==> src/rtl/keypad_scan_module_if.sv <==
// Keypad scanner signal bundle: matrix row/column lines plus the decoded key outputs.
interface keypad_scan_module_if;
    logic [3:0] Row_In;
    logic [3:0] Col_Out;
    logic [3:0] Key_Code;
    logic       Key_Valid;
    logic       Key_Held;

    // Scanner side: senses rows, drives columns and reports keys.
    modport master (
        input  Row_In,
        output Col_Out,
        output Key_Code,
        output Key_Valid,
        output Key_Held
    );

    // Keypad / consumer side.
    modport slave (
        output Row_In,
        input  Col_Out,
        input  Key_Code,
        input  Key_Valid,
        input  Key_Held
    );
endinterface

==> src/rtl/keypad_scan_module.sv <==
// 4x4 matrix keypad scanner: walks one active-low column per slot, accumulates the
// rows seen over a 4-slot frame, and debounces single-key frames into one code per press.
module keypad_scan_module #(
    parameter logic [15:0] T_SCAN  = 16'd50000,
    parameter logic [3:0]  DEB_CNT = 4'd4
) (
    input  logic                        CLK,
    input  logic                        RST_n,
    keypad_scan_module_if.master        kp
);

    typedef enum logic [1:0] {StIdle, StDebounce, StPressed, StRelease} state_e;

    logic [3:0]  r_row_meta;
    logic [3:0]  r_row_sync;
    logic [15:0] r_slot;
    logic [1:0]  r_col;
    logic [1:0]  r_acc_cnt;
    logic [3:0]  r_acc_code;
    state_e      r_state;
    logic [3:0]  r_cnt;
    logic [3:0]  r_cand;
    logic [3:0]  r_key_code;
    logic        r_key_valid;
    logic        r_key_held;

    logic        w_tick;
    logic        w_frame_end;
    logic [3:0]  w_row_low;
    logic [2:0]  w_slot_pop;
    logic [2:0]  w_acc_sum;
    logic [1:0]  w_acc_cnt_next;
    logic [1:0]  w_slot_row;
    logic        w_slot_any;
    logic [3:0]  w_acc_code_next;
    logic        w_single;
    state_e      w_state_d;
    logic [3:0]  w_cnt_d;
    logic [3:0]  w_cand_d;
    logic [3:0]  w_code_d;
    logic        w_valid_d;
    logic        w_held_d;

    assign w_tick      = (r_slot == T_SCAN - 16'd1);
    assign w_frame_end = w_tick && (r_col == 2'd3);

    // Two-flop synchronizer for the asynchronous row inputs; idle level is all-high.
    always_ff @(posedge CLK or negedge RST_n) begin
        if (!RST_n) begin
            r_row_meta <= 4'hF;
            r_row_sync <= 4'hF;
        end else begin
            r_row_meta <= kp.Row_In;
            r_row_sync <= r_row_meta;
        end
    end

    // Slot counter and column index; the column advances on each slot tick.
    always_ff @(posedge CLK or negedge RST_n) begin
        if (!RST_n) begin
            r_slot <= 16'd0;
            r_col  <= 2'd0;
        end else if (w_tick) begin
            r_slot <= 16'd0;
            r_col  <= r_col + 2'd1;
        end else begin
            r_slot <= r_slot + 16'd1;
        end
    end

    assign kp.Col_Out = ~(4'b0001 << r_col);

    assign w_row_low  = ~r_row_sync;
    assign w_slot_any = |w_row_low;
    assign w_slot_pop = {2'b00, w_row_low[0]} + {2'b00, w_row_low[1]}
                      + {2'b00, w_row_low[2]} + {2'b00, w_row_low[3]};
    assign w_acc_sum  = {1'b0, r_acc_cnt} + w_slot_pop;
    assign w_acc_cnt_next = (w_acc_sum >= 3'd2) ? 2'd2 : w_acc_sum[1:0];

    // Lowest low row index within the current slot.
    always_comb begin
        w_slot_row = 2'd0;
        if (w_row_low[3]) w_slot_row = 2'd3;
        if (w_row_low[2]) w_slot_row = 2'd2;
        if (w_row_low[1]) w_slot_row = 2'd1;
        if (w_row_low[0]) w_slot_row = 2'd0;
    end

    // Columns are visited in ascending order, so the first slot with a low row is the
    // lowest column; later slots never overwrite the captured code.
    assign w_acc_code_next = (r_acc_cnt == 2'd0 && w_slot_any) ? {w_slot_row, r_col}
                                                                : r_acc_code;
    // Classification includes the column-3 sample taken on the same tick.
    assign w_single = (w_acc_cnt_next == 2'd1);

    // Frame accumulator: updated on each tick, cleared once the frame is classified.
    always_ff @(posedge CLK or negedge RST_n) begin
        if (!RST_n) begin
            r_acc_cnt  <= 2'd0;
            r_acc_code <= 4'd0;
        end else if (w_frame_end) begin
            r_acc_cnt  <= 2'd0;
            r_acc_code <= 4'd0;
        end else if (w_tick) begin
            r_acc_cnt  <= w_acc_cnt_next;
            r_acc_code <= w_acc_code_next;
        end
    end

    // Debounce FSM next-state and outputs; only evaluated at the end of a frame.
    always_comb begin
        w_state_d = r_state;
        w_cnt_d   = r_cnt;
        w_cand_d  = r_cand;
        w_code_d  = r_key_code;
        w_valid_d = 1'b0;
        w_held_d  = r_key_held;
        if (w_frame_end) begin
            case (r_state)
                StIdle: begin
                    if (w_single) begin
                        w_state_d = StDebounce;
                        w_cand_d  = w_acc_code_next;
                        w_cnt_d   = 4'd1;
                    end
                end
                StDebounce: begin
                    if (w_single && (w_acc_code_next == r_cand)) begin
                        if (r_cnt + 4'd1 == DEB_CNT) begin
                            w_state_d = StPressed;
                            w_code_d  = r_cand;
                            w_valid_d = 1'b1;
                            w_held_d  = 1'b1;
                            w_cnt_d   = 4'd0;
                        end else begin
                            w_cnt_d = r_cnt + 4'd1;
                        end
                    end else begin
                        w_state_d = StIdle;
                        w_cnt_d   = 4'd0;
                    end
                end
                StPressed: begin
                    // Any single key keeps the hold; a second key is never reported.
                    if (!w_single) begin
                        w_state_d = StRelease;
                        w_cnt_d   = 4'd1;
                    end
                end
                StRelease: begin
                    if (!w_single) begin
                        if (r_cnt + 4'd1 == DEB_CNT) begin
                            w_state_d = StIdle;
                            w_held_d  = 1'b0;
                            w_cnt_d   = 4'd0;
                        end else begin
                            w_cnt_d = r_cnt + 4'd1;
                        end
                    end else begin
                        w_state_d = StPressed;
                        w_cnt_d   = 4'd0;
                    end
                end
                default: begin
                    w_state_d = StIdle;
                    w_cnt_d   = 4'd0;
                end
            endcase
        end
    end

    // Debounce FSM state and registered key outputs.
    always_ff @(posedge CLK or negedge RST_n) begin
        if (!RST_n) begin
            r_state     <= StIdle;
            r_cnt       <= 4'd0;
            r_cand      <= 4'd0;
            r_key_code  <= 4'h0;
            r_key_valid <= 1'b0;
            r_key_held  <= 1'b0;
        end else begin
            r_state     <= w_state_d;
            r_cnt       <= w_cnt_d;
            r_cand      <= w_cand_d;
            r_key_code  <= w_code_d;
            r_key_valid <= w_valid_d;
            r_key_held  <= w_held_d;
        end
    end

    assign kp.Key_Code  = r_key_code;
    assign kp.Key_Valid = r_key_valid;
    assign kp.Key_Held  = r_key_held;

endmodule
==> src/flat_wrapper.sv <==
// flat-port wrapper written by rule: the top's interface ports become plain ports
module keypad_scan_module_flat 
#(
    parameter logic [15:0] T_SCAN  = 16'd50000,
    parameter logic [3:0]  DEB_CNT = 4'd4
)
  (CLK, RST_n, kp_Row_In, kp_Col_Out, kp_Key_Code, kp_Key_Valid, kp_Key_Held);
  keypad_scan_module_if kp_i ();
  input  logic CLK;
  input  logic RST_n;
  input wire logic [$bits(kp_i.Row_In)-1:0] kp_Row_In;
  output wire logic [$bits(kp_i.Col_Out)-1:0] kp_Col_Out;
  output wire logic [$bits(kp_i.Key_Code)-1:0] kp_Key_Code;
  output wire logic [$bits(kp_i.Key_Valid)-1:0] kp_Key_Valid;
  output wire logic [$bits(kp_i.Key_Held)-1:0] kp_Key_Held;
  assign kp_i.Row_In = kp_Row_In;
  assign kp_Col_Out = kp_i.Col_Out;
  assign kp_Key_Code = kp_i.Key_Code;
  assign kp_Key_Valid = kp_i.Key_Valid;
  assign kp_Key_Held = kp_i.Key_Held;
  keypad_scan_module #(.T_SCAN(T_SCAN), .DEB_CNT(DEB_CNT)) u_core (.CLK(CLK), .RST_n(RST_n), .kp(kp_i));
endmodule
==> config.mk <==
export PLATFORM = sky130hd
export DESIGN_NAME = keypad_scan_module_flat
export DESIGN_NICKNAME = d
export VERILOG_FILES = /design/src/rtl/keypad_scan_module_if.sv /design/src/rtl/keypad_scan_module.sv /design/src/flat_wrapper.sv
export SDC_FILE = /design/constraint.sdc
export NUM_CORES = 1
export LEC_CHECK = 0
export BUFFER_PORTS_ARGS = -buffer_cell sky130_fd_sc_hd__buf_2
export CORE_MARGIN = 10
export CORE_UTILIZATION = 59
export CTS_CLUSTER_DIAMETER = 150
export DETAILED_ROUTE_END_ITERATION = 7
export HOLD_SLACK_MARGIN = 0.06
export PLACE_DENSITY = 0.86
export SETUP_SLACK_MARGIN = 0.05
export SLEW_MARGIN = 0
export SYNTH_ARGS = -nofsm -noshare
export SYNTH_HDL_FRONTEND = slang
export SYNTH_SLANG_ARGS = --single-unit
==> constraint.sdc <==
create_clock -name CLK -period 3.9 [get_ports CLK]
set_input_delay 0.195 -clock CLK [delete_from_list [all_inputs] [get_ports CLK]]
set_output_delay 0.195 -clock CLK [all_outputs]
set_load 0.01 [all_outputs]
==> qor.log <==
[power] combinational share of power 5.4%
[clock_tree] count of H-tree levels built during CTS 2
[clock_tree] Clock transition at path regs 0.08 ns
[clock_tree] clock root buffer sky130_fd_sc_hd__clkbuf_8
[detailed_routing] initial detailed-routing violation count 100
[run_status] run status finished clean
[synth] Seq/Total Area, Yosys 50.7%
[critical_path] endpoint of the lowest-slack register-to-register path u_core.kp.Key_Code[3]
[critical_path] capturing element of the worst setup path u_core.kp.Key_Code[3]
[place] Placer Congestion 0.785
[power] share of total power in sequential cells 60.9%
[synth] net count after synthesis 241
[synth] Avg Inst Size Synth 10.8 µm²
[critical_path] required time of the critical path 4.09 ns
[floorplan] floorplan core area 3970 µm²
[grt] aggregate global routing overflow 0
[power] power density over the cells 317 nW/µm²
[sta] remaining max-slew budget at the tightest pin 30.5%
[power] net switching share of the total power 22.5%
[power] Static Leak 0.00124 µW
[clock_tree] Post-CTS Repair Setup Buffers 0
[clock_tree] PostCTS Resize Cnt 0
[floorplan] Chip Width 83.6 µm
[critical_path] nature of the critical path endpoint flip-flop
[synth] Unique masters post-synth 43
[power] net switching power of the design 187 µW
[sta] Hold Worst Slack 0.0753 ns
[detailed_routing] Routed Antenna Nets 0
[final_layout] number of filler cells placed in the layout 308
[critical_path] Crit path arrival time 3.79 ns
[sta] transition time at the pin with the least slew margin 1.04 ns
[clock_tree] Max clock buf depth 2
[sta] max-slew violation count 0
[power] clock share of power 33.7%
[sta] final number of hold-violating endpoints 0
[critical_path] number of cells on the worst reg-to-reg path 12
[detailed_routing] total DRC errors in the routed layout 0
[place] Placed Area 2510 µm²
[final_layout] fraction of final layout cells sized beyond drive strength 1 17.8%
[synth] yosys warns 0
[critical_path] start-to-end type of the worst setup path reg2reg
[sta] total negative slack 0 ns
[synth] Async SR Flop Fraction 100%
[sta] unrepaired setup endpoints after global routing false
[final_layout] final design area excluding fillers 2630 µm²
[clock_tree] hold-fix buffer count after cts 4
[final_layout] number of nets in the layout 265
[grt] global-route usage over all layers 13.4%
[clock_tree] CTS tree yes
[place] Setup Slack @ Placement 0.312 ns
[floorplan] number of top-level pins 16
[sta] Setup-failing EPs final 0
[detailed_routing] post-detailed-route wirelength per cell 14.7 µm
[synth] number of synthesized flops with an enable pin 0
[grt] antenna violations before repair 0
[detailed_routing] total iterations of the first detailed-routing run 4
[place] detailed placer's ending HPWL 3180 µm
[sta] period utilisation layout 92.4%
[final_layout] number of diodes added for antenna fixing 0
[clock_tree] Skew-Pair Late Insertion Delay 0.30 ns
[final_layout] flip-flop and latch area 1210 µm²
[clock_tree] Inserted Clock Buffers 5
[power] internal power consumption 647 µW
[sta] maximum frequency from static timing analysis 278 MHz
[grt] wire length of the first global-routing pass 7860 µm
[floorplan] height of the die 83.6 µm
[sta] min Tclk post-route 3.60 ns
[critical_path] worst reg-to-reg setup slack 0.30 ns
[synth] register bit count reported by yosys 48
[detailed_routing] count of vias placed by the detailed router 1639
[floorplan] die area 6990 µm²
[synth] Cell Area, Synth 2390 µm²
[floorplan] Initial Utilization 60.1%
[power] maximum resistive drop on vdd 0.250 mV
[synth] cell count after synthesis 222
[min_path] min-delay worst type in2async
[grt] maximum number of pins on one net before global-route repair 49
[floorplan] row count 23
[clock_tree] Num Clock Sinks 48
[flow_run] total of max-cap violations 0
[critical_path] first element of the critical path u_core.r_row_sync[0]
[critical_path] type of origin of the critical path flip-flop
[critical_path] critical path fanouts, max 6
[sta] post-layout worst setup margin 0.298 ns
[grt] number of global-route vias before repair 1693
[sta] worst clock skew on the final layout 0.00573 ns
[final_layout] multi-input logic area 1090 µm²
[detailed_routing] mean number of vias per cell 5.52
[detailed_routing] Routed Wire Length 4370 µm
[place] number of port buffers 15
[final_layout] Area growth syn-to-layout 10.2%
[critical_path] r2r startpoint u_core.r_row_sync[0]
[synth] predominant post-synthesis flop cell sky130_fd_sc_hd__dfrtp_1
## per-stage QoR
stage                     utilization (%)  total power, µW  std cells
after global routing                 66.3              871        297
after floorplan                         -              542        222
after detailed placement             63.2              560        285
after CTS                            66.3              842        297
after global placement               63.2              558        285
final                                66.3              834        297
## metal layers
layer	vias up	share of wire [%]	track usage, %
met4	0	1.5	5.33
met1	801	46	16.6
met5	-	0	0
li1	815	-	-
met3	6	3.1	3.81
met2	17	49	21.2
## layout by cell type (no fill, tap or decap), types with 3 or more instances in the layout
master / instances
sky130_fd_sc_hd__clkbuf_8: 5
sky130_fd_sc_hd__a211oi_1: 5
sky130_fd_sc_hd__nand3_1: 13
sky130_fd_sc_hd__dlygate4sd3_1: 4
sky130_fd_sc_hd__o21ai_0: 5
sky130_fd_sc_hd__nand2_1: 27
sky130_fd_sc_hd__o31ai_1: 4
sky130_fd_sc_hd__inv_1: 17
sky130_fd_sc_hd__o22ai_1: 3
sky130_fd_sc_hd__a21o_1: 3
sky130_fd_sc_hd__a22o_1: 3
sky130_fd_sc_hd__dfrtp_1: 40
sky130_fd_sc_hd__nor2_1: 13
sky130_fd_sc_hd__mux2_2: 5
sky130_fd_sc_hd__and3_1: 5
sky130_fd_sc_hd__ha_1: 11
sky130_fd_sc_hd__xor2_1: 7
sky130_fd_sc_hd__dfstp_2: 8
sky130_fd_sc_hd__nor3_1: 5
sky130_fd_sc_hd__buf_2: 15
sky130_fd_sc_hd__xnor2_1: 13
## worst min-delay path by stage
| stage | from | endpoint | slack [ns] |
|---|---|---|---|
| floorplan | RST_n | u_core.kp.Key_Code[0] | -0.10 |
| global placement | kp_Row_In[2] | u_core.r_row_meta[2] | 0.30 |
| detailed placement | kp_Row_In[3] | u_core.r_row_meta[3] | 0.30 |
| CTS | RST_n | u_core.r_slot[6] | 0.1 |
| global route | RST_n | u_core.r_col[0] | 0.14 |
| finish | RST_n | u_core.r_acc_code[0] | 0.08 |
## registers in the layout, summed over array words and instances, names as in the netlist
| name | cells |
|---|---|
| u_core.r_acc_cnt | 2 |
| u_core.r_row_meta | 4 |
| u_core.kp.Key_Code | 4 |
| u_core.kp.Key_Valid | 1 |
| u_core.r_slot | 16 |
| u_core.r_col | 2 |
| u_core.r_cand | 4 |
| u_core.kp.Key_Held | 1 |
| u_core.r_cnt | 4 |
| u_core.r_row_sync | 4 |
| u_core.r_state | 2 |
| u_core.r_acc_code | 4 |
## worst max-delay path, cell delays in order (launching register included)
cell                      delay, ns
sky130_fd_sc_hd__dfstp_2       0.56
sky130_fd_sc_hd__inv_1         0.06
sky130_fd_sc_hd__ha_1          0.31
sky130_fd_sc_hd__fa_1          0.49
sky130_fd_sc_hd__ha_1          0.14
sky130_fd_sc_hd__inv_1         0.05
sky130_fd_sc_hd__fa_1          0.38
sky130_fd_sc_hd__xor2_1        0.23
sky130_fd_sc_hd__nand3_1       0.22
sky130_fd_sc_hd__nor2_1        0.25
sky130_fd_sc_hd__nand3_2       0.15
sky130_fd_sc_hd__nor3_4        0.30
sky130_fd_sc_hd__mux2_2        0.37
## final cells by class
cell class | instances | area share, %
clock buffer | 7 | 2.90
clock inverter | 1 | 0.190
timing repair buffer | 20 | 4.66
sequential | 48 | 46.0
tap | 50 | 2.38
inverter | 17 | 2.43
multi-input combinational | 154 | 41.4
## synthesized netlist by cell type (all sizes together), types with 3 or more instances
| library cell | n | area share (%) |
|---|---|---|
| ha | 11 | 5.8 |
| and3 | 7 | 1.9 |
| nor2 | 13 | 2.0 |
| dfrtp | 40 | 42 |
| o21ai | 5 | 1.0 |
| xnor2 | 13 | 4.8 |
| a22o | 3 | 1.1 |
| dfstp | 8 | 8.8 |
| o22ai | 3 | 0.79 |
| a211oi | 5 | 1.6 |
| nor3 | 6 | 1.7 |
| a21o | 3 | 0.94 |
| nand3 | 14 | 3.1 |
| inv | 17 | 2.7 |
| mux2 | 5 | 2.4 |
| nand2 | 27 | 4.2 |
| nor4 | 3 | 1.3 |
| xor2 | 7 | 2.6 |
| o31ai | 4 | 1.3 |
## cells by family (layout without fill, tap and decap cells)
| family | count (synthesis) | after routing | synth area share [%] |
|---|---|---|---|
| AO/OA/AOI/OAI | 33 | 33 | 9.80 |
| XOR/XNOR | 20 | 20 | 7.34 |
| adder cells (fa/ha/maj) | 13 | 13 | 7.44 |
| buffers and inverters | 20 | 45 | 3.62 |
| flip-flops | 48 | 48 | 50.7 |
| multiplexers | 7 | 7 | 3.20 |
| AND/OR/NAND/NOR | 81 | 81 | 17.9 |
## power by group through the flow
| stage | combinational (µW) | clock, µW | sequential [µW] |
|---|---|---|---|
| 5_1_grt | 51.5 | 311 | 509 |
| 4_1_cts | 45.8 | 288 | 508 |
| 2_1_floorplan | 25.1 | 0 | 517 |
| 3_5_place_dp | 42.1 | 0 | 518 |
| 6_report | 44.8 | 281 | 508 |
| 3_3_place_gp | 40.6 | 0 | 517 |
Power figures use the tool's default switching activity.
